<file path="config.mk">
export PLATFORM = sky130hd
export DESIGN_NAME = fifo_wr_arbiter
export DESIGN_NICKNAME = d
export VERILOG_FILES = /design/src/rtl/fifo_wr_arbiter.sv
export SDC_FILE = /design/constraint.sdc
export NUM_CORES = 1
export LEC_CHECK = 0
export CAP_MARGIN = 0
export CORE_ASPECT_RATIO = 1.2
export CORE_MARGIN = 1
export CORE_UTILIZATION = 33
export DETAILED_ROUTE_END_ITERATION = 12
export PLACE_DENSITY = 0.95
export SETUP_SLACK_MARGIN = 0.2
export SLEW_MARGIN = 40
export SYNTH_ARGS = -nofsm -noshare
export SYNTH_HDL_FRONTEND = slang
export SYNTH_SLANG_ARGS = --single-unit
</file>
<file path="constraint.sdc">
create_clock -name clk -period 3.35 [get_ports clk]
set_clock_uncertainty 0.2 [all_clocks]
set_input_delay 0.67 -clock clk [delete_from_list [all_inputs] [get_ports clk]]
set_output_delay 0.67 -clock clk [all_outputs]
set_load 0.005 [all_outputs]
</file>
<file path="src/rtl/fifo_wr_arbiter.sv">
// Round-robin write arbiter: grants one requester at a time and forwards bursts of
// up to MAX_BURST beats into a shared synchronous FIFO.
module fifo_wr_arbiter #(
    parameter int NREQ      = 4,
    parameter int DWIDTH    = 32,
    parameter int MAX_BURST = 4
) (
    input  logic                     clk,
    input  logic                     rstn,
    input  logic [NREQ-1:0]          req_valid,
    input  logic [NREQ*DWIDTH-1:0]   req_data,
    output logic [NREQ-1:0]          req_ready,
    output logic                     fifo_wreq,
    output logic [DWIDTH-1:0]        fifo_din,
    input  logic                     fifo_full,
    output logic [$clog2(NREQ)-1:0]  grant_id,
    output logic                     busy,
    output logic [15:0]              beat_total
);

    localparam int IW = $clog2(NREQ);
    localparam int CW = $clog2(MAX_BURST) + 1;

    localparam logic [0:0] ST_IDLE  = 1'b0;
    localparam logic [0:0] ST_GRANT = 1'b1;

    logic [0:0]        r_state;
    logic [IW-1:0]     r_owner;
    logic [IW-1:0]     r_last_grant;
    logic [CW-1:0]     r_beat_cnt;
    logic [15:0]       r_beat_total;

    logic [IW-1:0]     w_rot_idx [NREQ];
    logic [NREQ-1:0]   w_rot_valid;
    logic [DWIDTH-1:0] w_slice [NREQ];
    logic [IW-1:0]     w_pick;
    logic              w_any_valid;
    logic              w_busy;
    logic              w_owner_valid;
    logic              w_accept;
    logic              w_last_beat;

    // Slot gi of the rotated view is requester (last_grant + 1 + gi) mod NREQ,
    // so the lowest valid slot is the round-robin winner.
    genvar gi;
    generate
        for (gi = 0; gi < NREQ; gi++) begin : g_req
            assign w_rot_idx[gi]   = IW'((32'(r_last_grant) + 32'(gi) + 32'd1) % 32'(NREQ));
            assign w_rot_valid[gi] = req_valid[w_rot_idx[gi]];
            assign w_slice[gi]     = req_data[gi*DWIDTH +: DWIDTH];
            assign req_ready[gi]   = w_busy && rstn && (r_owner == IW'(gi)) && !fifo_full;
        end
    endgenerate

    always_comb begin
        w_pick = w_rot_idx[0];
        for (int k = NREQ - 1; k >= 0; k--) begin
            if (w_rot_valid[k]) begin
                w_pick = w_rot_idx[k];
            end
        end
    end

    assign w_any_valid   = |req_valid;
    assign w_busy        = (r_state == ST_GRANT);
    assign w_owner_valid = req_valid[r_owner];
    // Gating with rstn keeps a reset cycle from completing a handshake mid-burst.
    assign w_accept      = w_busy && rstn && w_owner_valid && !fifo_full;
    assign w_last_beat   = ((r_beat_cnt + 1'b1) == CW'(MAX_BURST));

    always_ff @(posedge clk) begin
        if (!rstn) begin
            r_state      <= ST_IDLE;
            r_owner      <= '0;
            r_last_grant <= IW'(NREQ - 1);
            r_beat_cnt   <= '0;
            r_beat_total <= '0;
        end else begin
            case (r_state)
                ST_IDLE: begin
                    if (w_any_valid) begin
                        r_owner      <= w_pick;
                        r_last_grant <= w_pick;
                        r_beat_cnt   <= '0;
                        r_state      <= ST_GRANT;
                    end
                end
                ST_GRANT: begin
                    if (!w_owner_valid) begin
                        r_state <= ST_IDLE;
                    end else if (w_accept) begin
                        r_beat_cnt   <= r_beat_cnt + 1'b1;
                        r_beat_total <= r_beat_total + 16'd1;
                        if (w_last_beat) begin
                            r_state <= ST_IDLE;
                        end
                    end
                end
                default: r_state <= ST_IDLE;
            endcase
        end
    end

    assign busy       = w_busy;
    assign grant_id   = r_owner;
    assign fifo_wreq  = w_accept;
    assign fifo_din   = w_slice[r_owner];
    assign beat_total = r_beat_total;

endmodule
</file>
==> impl_results.md <==
* Area delta synth->final at 103%
* Slew headroom at 0.694
* Drt first-iter violations at 140
* First-pass GRT wire length at 13200 um
* Peak VDD IR at between 0.3 and 0.4 mV
* Vias at between 2000 and 2500
* Largest net degree at the start of global routing at 25
* Seq cells post-synth at 24
* # IOs at about 190
* Most frequent cells in the layout: clkdlybuf4s50_1 (188), mux4_2 (33), dfxtp_1 (23)
* Rows at 31
* Critical path class: reg2out
* Layout cells sized above 1 at 0.159
* RSZ-0062 raised after global routing: false
* R2R Setup Slk at between 1 and 1.5 ns
* Remaining Overflow, GRT at 0
* Worst-path clk slew at 0.08 ns
* Mapped Nets at between 300 and 400
* Post-synthesis xor/xnor area fraction at 0.0344
* Wire length per cell at ~20 um
* Diode count at 0
* Gate Count Post-Synth at approximately 190
* CTS tree: yes
* DP Wirelength at 7900 um
* Fill cells at between 400 and 500
* DRT Wirelength at just over 9000 um
* Syn avg cell area at about 11 um^2
* Dpl cells at roughly 460
* Vias in the first global route at 2527
* YS warnings at 0
* IO buf count at 190
* Crit Reg-Reg Startpoint: grant_id[0]
* Starting Density at 0.339
* Minimum clock period at 3.02 ns
* Die area at 6500 um^2
* Crit path arrival time at around 2.2 ns
* TNS Setup at 0 ns
* Top routing layer in use: met5
* Sink Count at 24
* Cell Chain, Critical Path: buf_4, mux4_2, clkdlybuf4s50_1
* Yosys cell types at 44
* Die width at between 70 and 80 um
* Die Height at approximately 90 um
* Simple-gate share of the synthesized area at 0.222
* Final ANT Viol Nets at 0
* Max Cap Viol at 0
* Max clock buf depth at 2
* Nets at between 500 and 600
* Status: complete, no violations
* 1st-pass router iterations at 4
* Final Setup Violations at 0
* Fin cells at roughly 470
* Crit path max-delay family: buffers and inverters
* Most common cell after layout, fill and taps aside: clkdlybuf4s50_1
* CP required at roughly 2.5 ns
* Tcrit/Tclk final at 0.902
* Met3 routed WL at 921 um
* Clock latency on the worst-skew pair at ~0.27 ns
* Hold Vio Cnt, Final at 0
* Core Util, Final at 0.689
* Highest Clock Rate at 0.331 GHz
* CP startpoint kind: flop
* Hold Crit Class: reg2reg
* Compound-Gate Fraction of Synth Area at 0.0780
* Top FF cell, synth: dfxtp_1
* Placer Congestion at approximately 0.83
* H-tree Lvls at 1
* # hold bufs at CTS at 0
* R2R Path End: beat_total[14]
* Critical path's largest stage delay at between 0.5 and 0.6 ns
* Min-Delay Startpoint: beat_total[9]
* Pwr/cell area at 278 nW/um^2
* Mux contribution to synthesized area at 0.370
* Post-Syn Area at between 2000 and 2500 um^2
* Drt drc at 0
* Reg2reg path depth at 6
* Adder-cell share of the synthesized area at 0.0184
* Crit path max fanout at 15
* Root Driver: clkbuf_8
* Leakage at approximately 1.5 nW
* Crit path capture type: output port
* Largest family of logic cells by synthesized area: multiplexers
* Core Area at about 6000 um^2
* Worst hold path endpoint: beat_total[9]
* CTS Buf Count at 3
* Post-layout total power at roughly 1.2 mW
* Slowest CP cell: mux4_2
* Final slew viol count at 0
* Buf+Inv Stages, Crit Path at 2
* Register area share after synthesis at 0.236
* Asr flop ratio synth at 0
* Tightest Pin Transition at approximately 0.45 ns
* Worst Hold Depth at 2
* Antenna violations before repair at 1
* Met1 Routed Length at approximately 3300 um
* Total GRT Usage at 0.282
* Vias per cell at around 5.4
* Met2 routed wirelength at around 4700 um
* Post-synth EDFFs at 0
[worst max path at each step]
stage,from,end,slack (ns),depth (start not counted)
2_1_floorplan,grant_id[0],fifo_din[10],0.98,3
4_1_cts,req_valid[2],fifo_wreq,0.15,5
6_report,grant_id[0],fifo_din[3],0.33,3
3_5_place_dp,req_valid[2],fifo_wreq,0.11,5
3_3_place_gp,req_valid[2],fifo_wreq,0.17,5
5_1_grt,grant_id[0],fifo_din[3],0.21,3
[report_power, final]
part | internal [mW] | switching (mW)
sequential | 0.296 | 0.0308
clock | 0.105 | 0.0916
combinational | 0.440 | 0.191
[per-stage QoR]
step / instance area [um^2] / hold slack, ns / setup WS [ns]
CTS: 4120 / 0.324 / 0.152
global placement: 4060 / 0.286 / 0.166
floorplan: 2040 / 0.282 / 0.982
detailed placement: 4060 / 0.312 / 0.110
global route: 4150 / 0.350 / 0.214
finish: 4150 / 0.319 / 0.327
[logic make-up (layout without fill, tap and decap cells)]
group / after synthesis / after routing
muxes: 34 / 34
adders and majority gates: 3 / 3
AOI/OAI and AO/OA: 26 / 26
buffers and inverters: 19 / 213
and+or+nand+nor: 75 / 75
xor gates and xnor gates: 8 / 8
DFF: 24 / 24
[cells in the mapped netlist (all sizes together) (2+ instances only)]
cell    count  area share
and3b       3       0.013
inv         5      0.0092
a21oi       3      0.0074
nor2        7       0.013
buf         8       0.022
o21ai      11       0.027
nor4        3       0.012
mux4       33        0.36
ha          3       0.018
clkbuf      6       0.011
nand2      14       0.031
dfxtp      24        0.24
nor3        4      0.0098
xor2        2      0.0086
xnor2       6       0.026
a21boi      7       0.026
and2       12       0.037
and3        4       0.012
nand4       6       0.021
or3         4       0.012
nand3      10       0.027
or3b        2      0.0086
[sequential cells by signal, indices dropped and copies added, names as in the netlist]
register,cells
busy,1
grant_id,2
beat_total,16
r_beat_cnt,3
r_last_grant,2
[worst reg2reg max path, cell delays in order (launching register included)]
cell and delay (ns):
dfxtp_4 0.51, mux4_2 0.61, buf_4 0.18, nand4_1 0.15
nor3_1 0.09, xor2_1 0.14, and2_1 0.16
[metal layers]
metal / up-vias / global-route usage
met2: 147 / 0.499
met5: - / 0
met1: 1191 / 0.306
met3: 30 / 0.0944
met4: 2 / 0.117
li1: 1129 / -
[timing repair]
| action | CTS | global route |
|---|---|---|
| resized for setup | 1 | 3 |
| setup buffers | 1 | 2 |
| setup endpoints to repair | 13 | 2 |
| pin swaps | 0 | 1 |
[cell type report]
cell class	count	area [um^2]	area share
Inverter	5	18.8	0.00453
Multi-Input combinational cell	146	1470	0.355
Clock buffer	4	55.1	0.0133
Timing Repair Buffer	204	2010	0.485
Tap cell	82	103	0.0248
Sequential cell	24	484	0.117
Note: power is estimated with default switching activity, not from simulation.
==> edit 1: new RTL, config.mk and constraints unchanged <==
`DWIDTH`: 32 -> 16.
--- a/src/rtl/fifo_wr_arbiter.sv
+++ b/src/rtl/fifo_wr_arbiter.sv
@@ -2,7 +2,7 @@
 // up to MAX_BURST beats into a shared synchronous FIFO.
 module fifo_wr_arbiter #(
     parameter int NREQ      = 4,
-    parameter int DWIDTH    = 32,
+    parameter int DWIDTH    = 16,
     parameter int MAX_BURST = 4
 ) (
     input  logic                     clk,
Ports: changed (resized fifo_din and req_data); port bits go from 191 to 111. No check against the original RTL was run, so the function may have changed too.
==> edit 1 against the unedited design <==
  * Fmax is 2.6% lower
  * Wire length is 41% lower
  * Total power is 20% lower
  * Sequential cell count stayed put
  * Critical endpoint is now fifo_wreq
  * Synthesized cell count is 11% lower
  * Setup slack worse by 81 ps
  * Design area is 29% lower
  * Critical path type is now in -> out
  * Sequential share of layout area is 4.6 points higher
  * Synthesized area is 18% lower
==> edit 1: results <==
[detailed_routing]
wl_met3_um = 784
wirelength_mm = 5.46
dr.first_iter.drc_count = 33
via_count = 1818
route.met2.wl_mm = 2.71

[worst_setup_path]
r2r_setup_slack_ps = 1410
cp_data_arrival_time_ps = 2230
cp_max_fo = 3
worstSetupPathType = in -> out
crit_end = fifo_wreq

[layout]
layout-drive-gt1-share_pct = 14.1

[grt]
grt_usage_pct = 20.0
grt_pass1_vias = 1728
grtUsageMet1_pct = 18.6
grt_pass1_wl_mm = 8.05
grtUsageMet3_pct = 9.71
use_met2_pct = 37.4

[pwr]
p_seq_share_pct = 33.7
finalPower_uw = 927
pwr-share-comb_pct = 38.8
intPower_uw = 699

[timing]
min_period_over_period_pct = 92.7
worst_pin_slew_ps = 418

[synth]
synth.area.mux_share_pct = 23.6
synth_area_leaders = dfxtp_1 (29%), mux4_2 (23%), and2_1 (4.5%), xnor2_1 (3.2%), nand2_1 (2.9%)
ys_types = 43
synthAdderAreaFrac_pct = 2.25

[placed_design]
placed_area_um2 = 2850
hpwl_mm = 4.46
dpl_worst_slack_ps = 118
dp.cells = 335
gp_congestion = 0.760

[worst_hold_path]
min_to = grant_id[1]

[outcome]
status = finished clean
-- edit 1: changes by cell type in the layout (fill, tap and decap cells not counted), moves of 2 or more --
cell / unedited run / this run
buf_4: 14 / 11
clkdlybuf4s50_1: 188 / 109
dlymetal6s2s_1: 2 / 0
mux4_2: 33 / 17
-- edit 1: area by class of cell --
type | count | area [µm²]
well taps | 58 | 72.6
repair buffers | 121 | 1180
clock buffers | 3 | 41.3
flip-flops and latches | 24 | 480
clock inverters | 1 | 30.0
inverters | 5 | 18.8
fillers | 397 | 1790
multi-input cells | 130 | 1120
-- edit 1: kinds of logic (layout without fill, tap and decap cells) --
kind of cell,Yosys count,count (layout)
mux,18,18
fa+ha+maj,3,3
flops,24,24
buf+inv,15,130
compound gates,26,26
xor+xnor,8,8
simple gates,75,75
-- edit 1: timing repair --
action,4_1_cts,5_1_grt
setup endpoints to repair,1,1
hold endpoints to repair,0,0
gates resized for setup,1,1
pin swaps,0,1
buffers inserted,1,2
==> edit 2: new RTL, config.mk and constraints unchanged <==
Without the edit above. Make the reset (`rstn`) asynchronous in one clocked block.
--- a/src/rtl/fifo_wr_arbiter.sv
+++ b/src/rtl/fifo_wr_arbiter.sv
@@ -68,7 +68,7 @@
     assign w_accept      = w_busy && rstn && w_owner_valid && !fifo_full;
     assign w_last_beat   = ((r_beat_cnt + 1'b1) == CW'(MAX_BURST));
 
-    always_ff @(posedge clk) begin
+    always_ff @(posedge clk or negedge rstn) begin
         if (!rstn) begin
             r_state      <= ST_IDLE;
             r_owner      <= '0;
Behaviour: differs if rstn is asserted again (counterexample within 4 cycles, from zero or initial values and one cycle with rstn low); with rstn held inactive, the same outputs for 4 cycles.
==> edit 2 against the unedited design <==
  * Synthesized area is 2.9% lower
  * Setup slack worse by 100 ps
  * Core utilization is 2.6 points higher
  * Sequential cell count stayed put
  * Design area is 1.5% lower
  * Non-clock buffer count is 2 lower
  * Wire length is 5.6% higher
  * Fmax is 3.3% lower
  * Count of clock-buffer cells in the layout stayed put
  * Die area is 2.9% lower
Power is not compared: it rests on default switching activity, and its combinational part moved more than twofold at a synthesized area within 25%.
==> edit 2: results <==
[clocking]
clk_latency_ps = 260
root_buffer = clkbuf_8

[synth]
synth-seq-area-share_pct = 30.5
synthFlopType = dfrtp_1
synthArstFlopShare_pct = 100
syn-num-nets = 302
synthesis.instances = 164
ys_top_cells_by_count = mux4_2 (33), dfrtp_1 (22), nand2_1 (18)
ys_types = 33
synth_area_leaders = mux4_2 (38%), dfrtp_1 (28%), xor2_1 (3.5%), nand2_1 (3.4%), xnor2_1 (3.1%)

[grt]
grt_usage_pct = 30.9
antenna_found_initial = 0
grt_pass1_vias = 2463
grt_max_degree = 25
grt_pass1_wl_mm = 13.7

[placed_design]
hpwl_mm = 8.47
dp.cells = 434
gp_congestion = 0.966
dpl_worst_slack_ps = 175

[worst_setup_path]
r2r_start = grant_id[0]
crit_start = req_valid[3]
reg2regPathDepth = 5
worstReg2RegEnd = beat_total[12]
cp_data_arrival_time_ps = 2260
cp_max_fo = 5

[layout]
fill_cells = 403
fin_nets = 498
layoutNonFillerInstCount = 439

[outcome]
status = finished clean

[detailed_routing]
wirelength_mm = 9.79
via_count = 2447

[worst_hold_path]
min_delay_path_depth = 1
min_to = beat_total[12]

[timing]
holdWs_ps = 294
maxSlewHeadroom_pct = 58.2
## edit 2: cell count changes in the layout (fill, tap and decap cells not counted), moves of 3 or more
cell      unedited run  this run
nand3_1              9         5
buf_4               14        11
a21boi_1             4         0
o21ai_0             10         3
dfxtp_1             23         0
and2_1              12         0
xor2_1               2         8
nand2_1             12        18
a21boi_0             3         0
nor2_1               7        12
or3_1                4         0
dfrtp_1              0        21
## edit 2: cell families after synthesis
group,Yosys count,synth area share [%]
AND/OR/NAND/NOR,57,14.5
multiplexers,34,38.1
flip-flops,24,30.5
buffers and inverters,17,3.54
XOR/XNOR,15,6.64
AO/OA/AOI/OAI,14,4.87
adder cells (fa/ha/maj),3,1.90
## edit 2: worst max-delay path, cell delays in order
cell             delay (ps)
clkdlybuf4s50_1         450
mux4_2                  500
nand2_1                 130
inv_2                    70
clkdlybuf4s50_1         440
## edit 2: area by class of cell
class / count / area (µm²) / share of cell area, %
well taps: 80 / 100 / 2.45
repair buffers: 202 / 1990 / 48.8
multi-input cells: 123 / 1310 / 32.0
clock buffers: 4 / 55.1 / 1.35
inverters: 6 / 22.5 / 0.551
flip-flops and latches: 24 / 607 / 14.9
## edit 2: how the worst max path moves through the flow
stage,endpoint,slack (ps),cells after the start
CTS,fifo_wreq,230,5
global route,fifo_wreq,170,5
finish,fifo_wreq,220,5
global placement,fifo_wreq,200,5
detailed placement,fifo_wreq,180,5
floorplan,fifo_din[10],970,3
## edit 2: per-layer routing
metal	track usage, %	wire length [µm]	up-vias	share of wire [%]
met3	6.16	1190	18	12
met5	0	0	-	0
met1	39.0	3550	1213	36
met2	52.9	4800	186	49
li1	-	-	1030	-
met4	9.45	255	0	2.6
## edit 2: power by group
| group | switching (µW) | internal (µW) |
|---|---|---|
| sequential | 141 | 368 |
| combinational | 562 | 1040 |
| clock | 86.0 | 105 |
| total | 789 | 1520 |
## edit 2: per-stage QoR
step	instance area [µm²]	total power (µW)
6_report	4080	2310
5_1_grt	4080	2430
4_1_cts	4070	2290
3_5_place_dp	4020	2090
3_3_place_gp	4020	2040
2_1_floorplan	1980	1190
## edit 2: what timing repair did
action	in CTS	in global routing
setup buffers	0	1
endpoints found under the setup margin	17	11
resized for setup	3	1
